===== src/rtl/hpdcache_wrrarb_pkg.sv =====
// Shared helpers for the weighted round-robin arbiter and its one-hot utilities.
package hpdcache_wrrarb_pkg;

   // Index width for an N-entry one-hot vector, never narrower than one bit.
   function automatic int unsigned idx_width(input int unsigned n);
      return (n > 1) ? $clog2(n) : 1;
   endfunction

endpackage


===== src/rtl/hpdcache_1hot_to_binary.sv =====
// One-hot to binary index converter; an all-zero input yields index 0.
module hpdcache_1hot_to_binary
   import hpdcache_wrrarb_pkg::*;
#(
   parameter int unsigned N = 4,
   parameter int unsigned W = idx_width(N)
) (
   input  logic [N-1:0] val_i,
   output logic [W-1:0] val_o
);

   always_comb begin
      val_o = '0;
      for (int i = 0; i < N; i++) begin
         if (val_i[i]) val_o = val_o | W'(i);
      end
   end

endmodule


===== src/rtl/hpdcache_prio_1hot_encoder.sv =====
// Fixed-priority selector: keeps only the lowest set bit of the input vector.
module hpdcache_prio_1hot_encoder #(
   parameter int unsigned N = 4
) (
   input  logic [N-1:0] val_i,
   output logic [N-1:0] val_o
);

   logic w_found;

   always_comb begin
      val_o   = '0;
      w_found = 1'b0;
      for (int i = 0; i < N; i++) begin
         if (val_i[i] && !w_found) begin
            val_o[i] = 1'b1;
            w_found  = 1'b1;
         end
      end
   end

endmodule


===== src/rtl/hpdcache_wrrarb.sv =====
// Weighted round-robin arbiter: the owner keeps the grant for up to weff(owner)
// accepted transfers; a presented grant is held until ready_i.
//    wait_q | meaning
//    0      | grant computed combinationally from req_i this cycle
//    1      | grant presented without ready, replaying gnt_q
module hpdcache_wrrarb
   import hpdcache_wrrarb_pkg::*;
#(
   parameter  int unsigned N    = 4,
   parameter  int unsigned WW   = 4,
   localparam int unsigned IDXW = idx_width(N)
) (
   input  logic              clk_i,
   input  logic              rst_ni,
   input  logic [N-1:0]      req_i,
   input  logic [N*WW-1:0]   weight_i,
   input  logic              ready_i,
   output logic [N-1:0]      gnt_o,
   output logic [IDXW-1:0]   gnt_idx_o,
   output logic [IDXW-1:0]   owner_o
);

   if (N < 1) begin : g_bad_n
      $error("hpdcache_wrrarb: N must be at least 1");
   end

   localparam logic [N-1:0] GNT_RST = N'(1) << (N - 1);

   logic [N-1:0]    r_gnt_q;
   logic            r_wait_q;
   logic [WW-1:0]   r_cnt_q;

   logic            w_pending;
   logic            w_retain;
   logic [IDXW-1:0] w_owner_idx;
   logic [WW-1:0]   w_owner_w;
   logic [WW-1:0]   w_owner_weff;
   logic [WW-1:0]   w_cnt_inc;
   logic [N-1:0]    w_rotl;
   logic [N-1:0]    w_mask;
   logic [N-1:0]    w_masked_req;
   logic [N-1:0]    w_gnt_masked;
   logic [N-1:0]    w_gnt_unmasked;
   logic [N-1:0]    w_gnt;

   assign w_pending = |req_i;

   if (N == 1) begin : g_rot_single
      assign w_rotl = r_gnt_q;
   end else begin : g_rot_multi
      assign w_rotl = {r_gnt_q[N-2:0], r_gnt_q[N-1]};
   end

   // Thermometer from the bit after the owner upward: requesters above the owner.
   always_comb begin
      w_mask    = '0;
      w_mask[0] = w_rotl[0];
      for (int i = 1; i < N; i++) begin
         w_mask[i] = w_mask[i-1] | w_rotl[i];
      end
   end

   assign w_masked_req = req_i & w_mask;

   hpdcache_prio_1hot_encoder #(.N(N)) u_prio_masked (
      .val_i (w_masked_req),
      .val_o (w_gnt_masked)
   );

   hpdcache_prio_1hot_encoder #(.N(N)) u_prio_unmasked (
      .val_i (req_i),
      .val_o (w_gnt_unmasked)
   );

   hpdcache_1hot_to_binary #(.N(N), .W(IDXW)) u_owner_idx (
      .val_i (r_gnt_q),
      .val_o (w_owner_idx)
   );

   hpdcache_1hot_to_binary #(.N(N), .W(IDXW)) u_gnt_idx (
      .val_i (gnt_o),
      .val_o (gnt_idx_o)
   );

   always_comb begin
      w_owner_w = '0;
      for (int i = 0; i < N; i++) begin
         if (w_owner_idx == IDXW'(i)) w_owner_w = weight_i[i*WW +: WW];
      end
   end

   assign w_owner_weff = (w_owner_w == '0) ? WW'(1) : w_owner_w;
   assign w_retain     = (|(req_i & r_gnt_q)) && (r_cnt_q < w_owner_weff);
   assign w_gnt        = w_retain          ? r_gnt_q      :
                         (|w_masked_req)   ? w_gnt_masked : w_gnt_unmasked;
   assign gnt_o        = r_wait_q ? r_gnt_q : w_gnt;
   assign owner_o      = w_owner_idx;
   assign w_cnt_inc    = (r_cnt_q == '1) ? r_cnt_q : r_cnt_q + WW'(1);

   // A round-robin win restarts the quota even if the same requester wins again.
   always_ff @(posedge clk_i or negedge rst_ni) begin
      if (!rst_ni) begin
         r_gnt_q  <= GNT_RST;
         r_wait_q <= 1'b0;
         r_cnt_q  <= '1;
      end else begin
         r_wait_q <= ~ready_i & (r_wait_q | w_pending);
         if (!r_wait_q && w_pending) begin
            r_gnt_q <= w_gnt;
            if (!w_retain) begin
               r_cnt_q <= ready_i ? WW'(1) : '0;
            end else if (ready_i) begin
               r_cnt_q <= w_cnt_inc;
            end
         end else if (r_wait_q && ready_i) begin
            r_cnt_q <= w_cnt_inc;
         end
      end
   end

`ifndef SYNTHESIS
   a_gnt_onehot0 : assert property (@(posedge clk_i) disable iff (!rst_ni)
      $onehot0(gnt_o));
   a_gntq_onehot : assert property (@(posedge clk_i) disable iff (!rst_ni)
      $onehot(r_gnt_q));
   a_gnt_hold : assert property (@(posedge clk_i) disable iff (!rst_ni)
      r_wait_q |-> (gnt_o == $past(gnt_o)));
   a_gnt_idx : assert property (@(posedge clk_i) disable iff (!rst_ni)
      ((gnt_o == '0) && (gnt_idx_o == '0)) || ((gnt_o != '0) && gnt_o[gnt_idx_o]));
`endif

endmodule


===== config.mk =====
export PLATFORM = sky130hd
export DESIGN_NAME = hpdcache_wrrarb
export DESIGN_NICKNAME = d
export VERILOG_FILES = /design/src/rtl/hpdcache_wrrarb_pkg.sv /design/src/rtl/hpdcache_1hot_to_binary.sv /design/src/rtl/hpdcache_prio_1hot_encoder.sv /design/src/rtl/hpdcache_wrrarb.sv
export SDC_FILE = /design/constraint.sdc
export NUM_CORES = 1
export LEC_CHECK = 0
export CAP_MARGIN = 20
export CORE_ASPECT_RATIO = 1.75
export CORE_MARGIN = 5
export CORE_UTILIZATION = 43
export DETAILED_ROUTE_END_ITERATION = 10
export PLACE_DENSITY_LB_ADDON = 0.05
export SYNTH_ARGS = -nofsm -noshare
export SYNTH_HDL_FRONTEND = slang
export SYNTH_SLANG_ARGS = --single-unit
export TNS_END_PERCENT = 50

===== constraint.sdc =====
create_clock -name clk_i -period 3.87 [get_ports clk_i]
set_input_delay 0.9675 -clock clk_i [delete_from_list [all_inputs] [get_ports clk_i]]
set_output_delay 0.9675 -clock clk_i [all_outputs]
set_load 0.01 [all_outputs]

Word-level counts from Yosys, hierarchy flattened
Cells that the tools add are included.
{"block": "totals", "word_cells": 73, "out_inout_bits": 8, "regBits": 9}
{"block": "op_classes", "eq_ne": 5, "bitwise": 8, "n_reduce_logical": 23, "order_cmp": 1, "addsub": 1, "mux": 32}
{"cell": "2-to-1 mux 4 bit", "n": 13}
{"cell": "2-to-1 mux 1 bit", "n": 15}
{"cell": "OR reduction 4 bit", "n": 3}
{"cell": "logical AND 1 bit", "n": 9}
{"cell": "bitwise AND 4 bit", "n": 2}
{"cell": "2-to-1 mux 2 bit", "n": 4}
{"cell": "logical NOT 1 bit", "n": 7}
{"cell": "adder 4 x 1 -> 4 bit (second input constant)", "n": 1}
{"cell": "== test 2 bit (second input constant)", "n": 2}
{"cell": "== test 4 bit (second input constant)", "n": 1}
{"cell": "logical NOT 4 bit", "n": 1}
{"cell": "< comparator 4 bit", "n": 1}
{"cell": "OR 1 bit", "n": 4}
{"cell": "inequality test 3 bit (second input constant)", "n": 1}
{"cell": "== test 2 x 1 -> 1 bit (second input constant)", "n": 1}
{"cell": "logical NOT 2 bit", "n": 1}
{"cell": "AND reduction 2 bit", "n": 1}
{"cell": "nonzero test 2 bit", "n": 1}
{"cell": "bitwise AND 1 bit", "n": 1}
{"cell": "NOT 1 bit", "n": 1}

Logic depth before layout (Yosys ltp)
{"block": "depth", "word_depth": 20, "depth_mapped": 14, "depth_no_buf": 11}

Cells and area by module
Synthesis repeated with hierarchy kept, for this count alone.
{"block": "unflattened", "cells_unflattened": 88, "hier_area_um2": 903.4}
{"mod": "hpdcache_wrrarb", "instances": 1, "seq_area_each_um2": 231.5, "area_per_inst_um2": 805.8, "cells_per_inst": 76}
{"mod": "hpdcache_prio_1hot_encoder", "instances": 2, "seq_area_each_um2": 0.0, "area_per_inst_um2": 36.3, "cells_per_inst": 4}
{"mod": "hpdcache_1hot_to_binary", "instances": 2, "seq_area_each_um2": 0.0, "area_per_inst_um2": 12.5, "cells_per_inst": 2}

Worst setup path before layout
OpenSTA, ideal clock, no wires.
{"block": "synth_path", "kind": "register -> output", "from": "register r_gnt_q[3]", "to": "output gnt_idx_o[0]", "arrival_time_ns": 2.925, "required_time_ns": 2.903, "path_buffers": 3, "setup_slack_ns": -0.022, "stages_incl_launch_ff": 14, "path_cell_list": "dfstp_2 > buf_6 > or2_1 > clkbuf_1 > o22ai_1 > a221o_1 > ha_1 > and4_1 > o21ai_0 > o211a_2 > a221oi_4 > buf_4 > nor2_1 > a21oi_1"}
{"block": "synth_via", "elab_chain_cells": 15, "word_cells_on_any_way": 37, "classes_between": "order compare: 1; eq/ne: 3; mux: 17; bitwise: 5; reduce/logical: 11"}
{"item": "start, declared", "line_no": "hpdcache_wrrarb.sv:29", "text": "logic [N-1:0] r_gnt_q;"}
{"item": "start signal, assigned", "line_no": "hpdcache_wrrarb.sv:109", "text": "r_gnt_q <= w_gnt;"}
{"item": "2-to-1 mux 2 bit (*)", "line_no": "hpdcache_1hot_to_binary.sv:15", "text": "if (val_i[i]) val_o = val_o | W'(i);"}
{"item": "via owner_o[0]", "line_no": "hpdcache_wrrarb.sv:20", "text": "output logic [IDXW-1:0] owner_o"}
{"item": "logical NOT 2 bit", "line_no": "hpdcache_wrrarb.sv:88", "text": "if (w_owner_idx == IDXW'(i)) w_owner_w = weight_i[i*WW +: WW];"}
{"item": "2-to-1 mux 4 bit (3 in a row)", "line_no": "hpdcache_wrrarb.sv:88"}
{"item": "2-to-1 mux 4 bit (*)", "line_no": "hpdcache_wrrarb.sv:88"}
{"item": "logical NOT 4 bit", "line_no": "hpdcache_wrrarb.sv:92", "text": "assign w_owner_weff = (w_owner_w == '0) ? WW'(1) : w_owner_w;"}
{"item": "2-to-1 mux 4 bit (*)", "line_no": "hpdcache_wrrarb.sv:92"}
{"item": "< comparator 4 bit (*)", "line_no": "hpdcache_wrrarb.sv:93", "text": "assign w_retain = (|(req_i & r_gnt_q)) && (r_cnt_q < w_owner_weff);"}
{"item": "logical AND 1 bit (*)", "line_no": "hpdcache_wrrarb.sv:93"}
{"item": "2-to-1 mux 4 bit (*)", "line_no": "hpdcache_wrrarb.sv:94", "text": "assign w_gnt = w_retain ? r_gnt_q :"}
{"item": "2-to-1 mux 4 bit (*)", "line_no": "hpdcache_wrrarb.sv:96", "text": "assign gnt_o = r_wait_q ? r_gnt_q : w_gnt;"}
{"item": "2-to-1 mux 1 bit", "line_no": "hpdcache_1hot_to_binary.sv:15"}
{"item": "2-to-1 mux 2 bit", "line_no": "hpdcache_1hot_to_binary.sv:15"}
{"item": "2-to-1 mux 2 bit (*)", "line_no": "hpdcache_1hot_to_binary.sv:15"}
{"item": "end, declared", "line_no": "hpdcache_wrrarb.sv:19", "text": "output logic [IDXW-1:0] gnt_idx_o,"}
The timed path passes the listed nets; every way through them passes the cells marked *.

Worst setup path after layout
{"block": "layout_path", "from": "input weight_i[5]", "to": "output gnt_o[2]"}
{"block": "layout_via", "elab_chain_cells": 9}
{"item": "start, declared", "line_no": "hpdcache_wrrarb.sv:16", "text": "input logic [N*WW-1:0] weight_i,"}
{"item": "2-to-1 mux 4 bit (*) (3 in a row)", "line_no": "hpdcache_wrrarb.sv:88"}
{"item": "logical NOT 4 bit", "line_no": "hpdcache_wrrarb.sv:92"}
{"item": "2-to-1 mux 4 bit (*)", "line_no": "hpdcache_wrrarb.sv:92"}
{"item": "< comparator 4 bit (*)", "line_no": "hpdcache_wrrarb.sv:93"}
{"item": "logical AND 1 bit (*)", "line_no": "hpdcache_wrrarb.sv:93"}
{"item": "2-to-1 mux 4 bit (*)", "line_no": "hpdcache_wrrarb.sv:94"}
{"item": "2-to-1 mux 4 bit (*)", "line_no": "hpdcache_wrrarb.sv:96"}
{"item": "end, declared", "line_no": "hpdcache_wrrarb.sv:18", "text": "output logic [N-1:0] gnt_o,"}
Mark *: on every way between the ends. The rest lies on a longest branch, timed or not.

==> key figures <==
GRT
  – Initial antenna violation count: 0
  – Vias in the first global route: 1,392
  – Total grt overflow: 0
  – GRT Resource Usage Total: 23.16%
  – Largest net degree at the start of global routing: 10
  – First-pass GRT wire length: 6009 um

Synth
  – Sequential-to-total area share from yosys stat: 21.82%
  – Largest family of logic cells by synthesized area: compound AO/OA/AOI/OAI gates
  – XOR/XNOR Fraction of Synth Area: 0%
  – Library cells used by synthesis: 48
  – Post-Synth Simple-Gate Area: 27.59%
  – Ys async rst share: 100.0%
  – Post-synthesis cell area: 1061 sq um
  – Number of flops mapped to enable cells by yosys: 0
  – Synth Area in Adders: 4.717%
  – Synth area leader: dfstp_2
  – Top-area cell type share of the netlist area: 12.38%
  – Mapped Nets: 154
  – Synth Area per Inst: 8.354 sq um
  – Synth Flop Type: dfstp_2
  – Synth Area in Compound Gates: 31.01%
  – Synth Register Bits: 9
  – Area contributors post-synth: dfstp_2, dfrtp_1, a21oi_1
  – Post-synthesis mux area share: 6.840%
  – Ys Warns: 0
  – Gate Count Post-Synth: 127

Job
  – Max-Cap Viols: 0

Clocking
  – Clock Pin Slew Worst Setup and Hold Paths: 0.05 ns
  – CTS tree: built
  – Root Driver: clkbuf_8
  – Clock tree buffer depth: 2
  – TritonCTS buffer count: 3
  – CTS sink count: 9
  – Skew-Pair Late Insertion Delay: 0.24 ns
  – Htree depth: 1

Timing
  – Max Freq: 244.6 MHz
  – Clock Skew: 0.004356 ns
  – Setup TNS: -1.165 ns
  – Slew Limit Headroom: 67.05%
  – RSZ-0062 raised after global routing: true
  – Fin. Hold Viols: 0
  – Final period util: 105.6%
  – Final Max Slew Viols: 0
  – Tmin final: 4.089 ns
  – Worst slew pin tran: 0.4933 ns
  – Final worst slack: -0.2186 ns
  – Setup violators final: 6

Placed design
  – IO buf count: 30
  – Placed cell areas: 1617 sq um
  – HPWL after DPL: 2851 um
  – GP Congestion: 0.9213
  – Placed Instances: 210
  – Dpl ws: -1.099 ns

Layout
  – Cell Count, Final, Fillers Out: 227
  – Area grow syn2layout: 73.94%
  – Seq. cell area: 231.5 sq um
  – Design area: 1846 sq um
  – Layout cells sized above 1: 47.52%
  – FILL cells: 158
  – Final nets: 230
  – # diodes: 0
  – Area taken by multi-input logic gates: 839.6 sq um

Setup path
  – Reg2reg start: r_gnt_q[3]
  – Critical Path RT: 2.90 ns
  – CP Class: input port to output pin
  – Critical Path Source: weight_i[5]
  – WP data arrival: 3.12 ns
  – Critical path fanouts, max: 5
  – Worst setup SP type: input port
  – CP Capture Type: output pin

Floorplan
  – Rows: 23
  – Starting density of the core: 45.52%
  – Core region area: 2331 sq um
  – I/O pin cnt: 31
  – Die area: 3600 sq um
  – Die H: 75.71 um
  – DIE WIDTH: 47.55 um

Detailed routing
  – Via/cell ratio: 5.815
  – Post-Route WL: 3835 um
  – WL/cell: 16.89 um
  – First-iteration detailed-routing DRC count: 28
  – Drt pass-1 iters: 4
  – Via Count: 1,320
  – Antenna-violating nets left: 0
  – Residual DRC: 0

Min path
  – Min-Delay Path Class: flip-flop to flip-flop
  – Hold Crit Start: r_cnt_q[1]

Power
  – Leak Pwr: 0.8428 nW
  – Overall power: 1.707 mW
  – Maximum vdd drop: 0.5832 mV
  – PwrDens: 925.0 nW/um^2

Outcome
  – Violations in the final reports: setup timing
  – Status: finished with violations
[cells in the final DEF, fill, tap and decap left out, types with 4 or more instances in the layout]
cell type and instances:
buf_4 44, clkdlybuf4s50_1 12, inv_1 9, a21oi_1 8, buf_2 8, nor2_1 7, nor2b_1 6, nand2_1 6
buf_6 6, dfstp_2 5, mux2i_1 4, a21oi_2 4, o21ai_1 4, a22oi_1 4, nand3_1 4, dfrtp_1 4
[synthesized netlist by cell type, drive strengths merged (2+ instances only)]
master and number:
a21oi 12, a221o 3, a221oi 2, a22o 2, a22oi 4, buf 6, dfrtp 4, dfstp 5
ha 4, inv 9, mux2 2, mux2i 5, nand2 9, nand2b 2, nand3 5, nand4 2
nor2 9, nor2b 7, nor3 3, nor4b 2, o21ai 9, o22ai 2, or3b 2
[metrics by stage]
stage | hold slack [ns] | utilization (%)
floorplan | 0.4750 | -
global placement | 0.5025 | 69.35
detailed placement | 0.5139 | 69.35
CTS | 0.5302 | 75.52
global route | 0.5576 | 79.17
finish | 0.5313 | 79.17
[critical path: stages]
cell      delay (ns)
buf_8           0.07
mux2i_4         0.06
and2_4          0.13
a221o_1         0.27
ha_1            0.29
and4_1          0.19
o21ai_1         0.07
o211a_2         0.17
a221oi_4        0.32
buf_12          0.16
mux2_4          0.30
buf_6           0.12
[worst paths after layout]
path,end,slack (ns),depth (start not counted)
setup / recovery,gnt_o[2],-0.22,12
hold / removal,r_cnt_q[1],0.53,2
setup reg to reg,r_cnt_q[0],0.86,15
hold reg to reg,r_cnt_q[1],0.53,2
max in group asynchronous,r_gnt_q[3],2.48,1
min in group asynchronous,r_wait_q,1.05,1
[per-layer routing]
metal  GRT usage, %  up-vias  part of all wire [%]
li1               -      632                     -
met5              0        -                     0
met4          11.98        0                   3.8
met1          23.36      626                    36
met3          2.600       18                   4.3
met2          43.58       44                    56
[kinds of logic (layout without fill, tap and decap cells)]
family / Yosys count / in the layout
buf+inv: 16 / 91
mux: 7 / 7
flops: 9 / 9
fa+ha+maj: 4 / 4
compound gates: 44 / 44
simple gates: 47 / 47
[sequential cells by signal, summed over array words and instances (netlist names)]
register	count
r_cnt_q	4
r_gnt_q	4
r_wait_q	1
[power breakdown]
part	total (mW)	internal, mW	switching (mW)
logic	1.38	0.748	0.630
clock network	0.113	0.0721	0.0406
registers	0.217	0.154	0.0629
total	1.71	0.973	0.734
[final cells by class]
| type | instances | area share [%] |
|---|---|---|
| inverter | 9 | 1.831 |
| tap | 25 | 1.695 |
| sequential | 9 | 12.54 |
| timing repair buffer | 78 | 36.00 |
| clock buffer | 4 | 2.441 |
| multi-input combinational | 102 | 45.49 |
[what timing repair did]
action	CTS	global route
resized for setup	81	11
hold buffers	0	0
setup buffers	8	5
hold endpoints to repair	0	0
setup endpoints to repair	6	6
pin swaps	17	7
Power figures use the tool's default switching activity.
